===== config.mk =====
export PLATFORM = sky130hd
export DESIGN_NAME = derotate_seq
export DESIGN_NICKNAME = d
export VERILOG_FILES = /design/src/rtl/derotate_seq.sv
export SDC_FILE = /design/constraint.sdc
export NUM_CORES = 1
export LEC_CHECK = 0
export CAP_MARGIN = 20
export CORE_ASPECT_RATIO = 0.8
export CORE_MARGIN = 2
export CORE_UTILIZATION = 56
export DETAILED_ROUTE_END_ITERATION = 7
export HOLD_SLACK_MARGIN = 0.05
export PLACE_DENSITY_LB_ADDON = 0.12
export SETUP_SLACK_MARGIN = 0.05
export SYNTH_ARGS = -nofsm -noshare
export SYNTH_HDL_FRONTEND = slang
export SYNTH_SLANG_ARGS = --single-unit
export TNS_END_PERCENT = 50

===== constraint.sdc =====
create_clock -name i_clock -period 2.45 [get_ports i_clock]
set_input_delay 0.49 -clock i_clock [delete_from_list [all_inputs] [get_ports i_clock]]
set_output_delay 0.49 -clock i_clock [all_outputs]
set_load 0.01 [all_outputs]

===== src/rtl/derotate_seq.sv =====
// derotate_seq: sequential right-rotator. One log-shifter stage is evaluated
// per cycle, so every word takes exactly STAGES cycles from accept to result,
// independent of the rotate amount.
module derotate_seq #(
  parameter int DATA_WIDTH = 8,
  localparam int STAGES    = $clog2(DATA_WIDTH)
) (
  input  logic                  i_clock,
  input  logic                  i_reset,
  input  logic [DATA_WIDTH-1:0] i_data,
  input  logic [STAGES-1:0]     i_amt,
  input  logic                  i_valid,
  output logic                  o_ready,
  output logic [DATA_WIDTH-1:0] o_data,
  output logic                  o_valid,
  input  logic                  i_ready
);

  // Counter holds 0..STAGES so it never wraps while BUSY.
  localparam int KW = $clog2(STAGES + 1);

  typedef enum logic [1:0] {IDLE, BUSY, DONE} state_t;

  state_t                        state_q;
  logic [DATA_WIDTH-1:0]         work_q;
  logic [STAGES-1:0]             amt_q;
  logic [KW-1:0]                 k_q;
  logic [DATA_WIDTH-1:0]         data_q;
  logic                          valid_q;
  logic                          ready_q;

  logic [STAGES-1:0][DATA_WIDTH-1:0] stage_rot;
  logic [DATA_WIDTH-1:0]             work_d;
  logic                              last_stage;

  // Fixed-distance rotate for each stage: rotate right by 2^s, width-exact.
  for (genvar s = 0; s < STAGES; s++) begin : g_rot
    localparam int SH = 1 << s;
    assign stage_rot[s] = {work_q[SH-1:0], work_q[DATA_WIDTH-1:SH]};
  end

  // Select the current stage's rotate when its amount bit is set.
  always_comb begin
    work_d = work_q;
    for (int s = 0; s < STAGES; s++) begin
      if (k_q == KW'(s) && amt_q[s]) work_d = stage_rot[s];
    end
  end

  assign last_stage = (k_q == KW'(STAGES - 1));

  // Control FSM with registered handshake outputs and datapath registers.
  always_ff @(posedge i_clock) begin
    if (i_reset) begin
      state_q <= IDLE;
      work_q  <= '0;
      amt_q   <= '0;
      k_q     <= '0;
      data_q  <= '0;
      valid_q <= 1'b0;
      ready_q <= 1'b1;
    end else begin
      case (state_q)
        IDLE: begin
          if (i_valid && ready_q) begin
            work_q  <= i_data;
            amt_q   <= i_amt;
            k_q     <= '0;
            ready_q <= 1'b0;
            state_q <= BUSY;
          end
        end
        BUSY: begin
          work_q <= work_d;
          k_q    <= k_q + KW'(1);
          if (last_stage) begin
            data_q  <= work_d;
            valid_q <= 1'b1;
            state_q <= DONE;
          end
        end
        DONE: begin
          // Result held until the consumer takes it.
          if (i_ready) begin
            valid_q <= 1'b0;
            ready_q <= 1'b1;
            state_q <= IDLE;
          end
        end
        default: begin
          valid_q <= 1'b0;
          ready_q <= 1'b1;
          state_q <= IDLE;
        end
      endcase
    end
  end

  assign o_ready = ready_q;
  assign o_valid = valid_q;
  assign o_data  = data_q;

endmodule

==> results.md <==
* Vias in the first global route at 1186
* DRT Pass-1 Iters at 4
* RD Place Congestion at between 0.8 and 0.9
* Hold Fails Final Rpt at 0
* Synthesized area per cell at 9.33 µm²
* Crit. End Element: output port
* Slowest cell delay on critical path at 620 ps
* GRT Util Overall at between 20% and 30%
* Pwr per Cell Area at roughly 530 mW/mm²
* First-pass GRT wire length at 5.87 mm
* Fin crit period at 2030 ps
* DIE WIDTH at 60.6 µm
* Synthesized area at roughly 0.0014 mm²
* DRT iter0 DRCs at 148
* Clock slew seen by the registers of the worst setup and hold paths at 160 ps
* Synth Instances at roughly 150
* Worst-margin pin slew at 612 ps
* Net Sw Power at a little under 300 µW
* Final Power at 898 µW
* Setup repair bufs after CTS at 0
* Starting Density at 58.8%
* Worst Setup Path Type: register to output port
* Worst-skew pair later-pin latency at about 340 ps
* Die height at 49.3 µm
* Ratio of cells with drive above 1 in the final layout at 12.1%
* Remaining DRCs at 0
* Max-cap check violation count at 0
* Root buffer cell: clkbuf_4
* Most frequent cells in the layout: dfxtp_1, clkdlybuf4s50_1, a21oi_1
* TritonCTS buffer count at 3
* Global route overflow at 0
* R2R Setup Slk at 610 ps
* Slowest CP cell: clkdlybuf4s50_1
* Register area at 500 µm²
* Setup ws final at 417 ps
* CP Cell Sequence: clkdlybuf4s50_1
* Clock network fraction of total power at 22.5%
* Antenna violations before repair at 0
* CTS Buffer Depth at 2
* # setup viols final at 0
* HP Start: o_valid$_SDFFE_PP0P_
* Yosys cell types at 37
* Period utilization at ~83%
* Sink Count at 25
* Core Box Area at 0.00244 mm²
* R2R Path End: work_q[6]$_SDFFE_PP0P_
* CP Max Fanout at 12
* Row count at 16
* Die area at 0.00299 mm²
* Register share of total power at 53.1%
* ANT nets after route at 0
* Vias at 1340
* ANT cells at 0
* Final #Nets at 193
* Hold WS at 480 ps
* Setup_tns at 0 ps
* Top_reg_cell synth: dfxtp_1
* Total routed wirelength at roughly 3.6 mm
* Filler cell count at 205
* Crit-path leading delay family: buffers and inverters
* Int Power at 607 µW
* Maximum clock frequency at between 0.4 and 0.5 GHz
* Sw frac at 32.4%
* Final Slew Violations at 0
* Slew HR at 59.1%
* WP data arrival at 1540 ps
* CTS Hold Buffers Added at 0
* CP Data Required Time at 1960 ps
* IO buf count at 24
* Logic pwr share at 24.4%
* Part of the Yosys area used for sequential elements at 34.8%
* Hold path cells at 2
* Flops & latches, synth at 25
* Static Leak at 0.618 nW
* Reg2Reg Depth at 6
* Reg2Reg Launch Point: k_q[0]$_SDFFE_PP0P_
* Commonest non-fill, non-tap cell in the layout: dfxtp_1
* CTS tree: yes
* Yosys Warn Count at 0
* Multi-input gate area at between 800 and 900 µm²
* Pre-CTS worst setup slack at 409 ps
* EDFF count, synth at 0
* WHS Endpoint: o_valid$_SDFFE_PP0P_
* Final Core Density at a little over two thirds
* Worst Path Buf+Inv at 1
* Largest net degree at the start of global routing at 21
* Syn-to-layout area delta at 18.5%
* HPWL Detailed at 2.53 mm
* Ports at 25
* RSZ-0062 raised after global routing: false
* Status: completed
* Min-delay worst type: register to register
* H-tree levels at 1
* Routed vias/inst at 6.38
* Routed len/inst at 17.0 µm
* Post-cts sizing count at 0
* Synthesized Nets at 172
* Layout Skew at 20.5 ps
* Async SR Flop Fraction at 0%
* Worst VDD drop at 0.303 mV
* Worst setup SP type: register
## final cells by class
cell class | instances | share of cell area, %
clock inverters | 1 | 0.441
clock buffers | 3 | 1.32
inverters | 2 | 0.441
well taps | 36 | 2.65
repair buffers | 26 | 15.0
multi-input cells | 117 | 50.7
flip-flops and latches | 25 | 29.4
## metrics by stage
step,cells,cell area (µm²)
floorplan,154,1440
global placement,206,1670
detailed placement,206,1670
CTS,210,1700
global route,210,1700
finish,210,1700
## state kept, by name, indices dropped and copies added, names as in the netlist
| name | count |
|---|---|
| amt_q | 3 |
| k_q | 2 |
| o_data | 8 |
| o_ready | 1 |
| o_valid | 1 |
| state_q | 2 |
| work_q | 8 |
## worst max-delay path by stage
| stage | startpoint | endpoint | slack (ps) | cells past startpoint |
|---|---|---|---|---|
| after floorplan | k_q[0]$_SDFFE_PP0P_ | work_q[6]$_SDFFE_PP0P_ | 940 | 6 |
| after global placement | i_valid | work_q[6]$_SDFFE_PP0P_ | 450 | 5 |
| after detailed placement | i_valid | work_q[6]$_SDFFE_PP0P_ | 410 | 5 |
| after CTS | o_ready$_SDFFE_PP1P_ | o_ready | 430 | 1 |
| after global routing | o_ready$_SDFFE_PP1P_ | o_ready | 330 | 1 |
| final | o_ready$_SDFFE_PP1P_ | o_ready | 420 | 1 |
## per-layer routing
layer / GRT usage [%] / share of wire, % / vias to the layer above
met1: 35.4 / 43 / 643
met5: 0 / 0 / -
met2: 39.4 / 47 / 55
li1: - / - / 631
met3: 7.96 / 8.3 / 11
met4: 5.07 / 1.5 / 0
## cell usage after synthesis (2+ instances only)
cell type,instances,area (µm²)
dfxtp_1,25,500
a21oi_1,20,100
nor2_1,11,41.3
and3b_1,8,70.1
o22ai_1,8,50.1
a2bb2oi_1,7,61.3
and4b_1,7,70.1
o221ai_1,7,61.3
nand2_1,6,22.5
o21ai_1,5,25.0
a211oi_1,4,30.0
clkbuf_1,4,15.0
nand2b_1,4,25.0
o21ai_0,4,20.0
a211oi_2,3,37.5
ha_1,3,37.5
mux2i_1,3,30.0
nor2_2,3,18.8
buf_4,2,15.0
inv_1,2,7.51
nand3_1,2,10.0
## power groups by stage
stage	registers [mW]	logic [mW]	clock network (mW)
finish	0.477	0.220	0.202
CTS	0.474	0.219	0.201
detailed placement	0.483	0.217	0
global route	0.481	0.239	0.221
floorplan	0.464	0.168	0
global placement	0.480	0.208	0
## logic make-up (layout without fill, tap and decap cells)
family | Yosys count | in the layout | share of synthesized area, %
simple gates | 49 | 49 | 24.6
mux | 3 | 3 | 2.09
compound gates | 62 | 62 | 30.8
flops | 25 | 25 | 34.8
buf+inv | 12 | 32 | 5.05
fa+ha+maj | 3 | 3 | 2.61
## worst reg2reg max path, stage by stage, from the launching register on
cell and delay (ps):
dfxtp_1 390, inv_1 90, ha_1 370, and3b_1 260
o21ai_1 170, o221ai_2 150, a2111oi_4 340
Power figures use the tool's default switching activity.
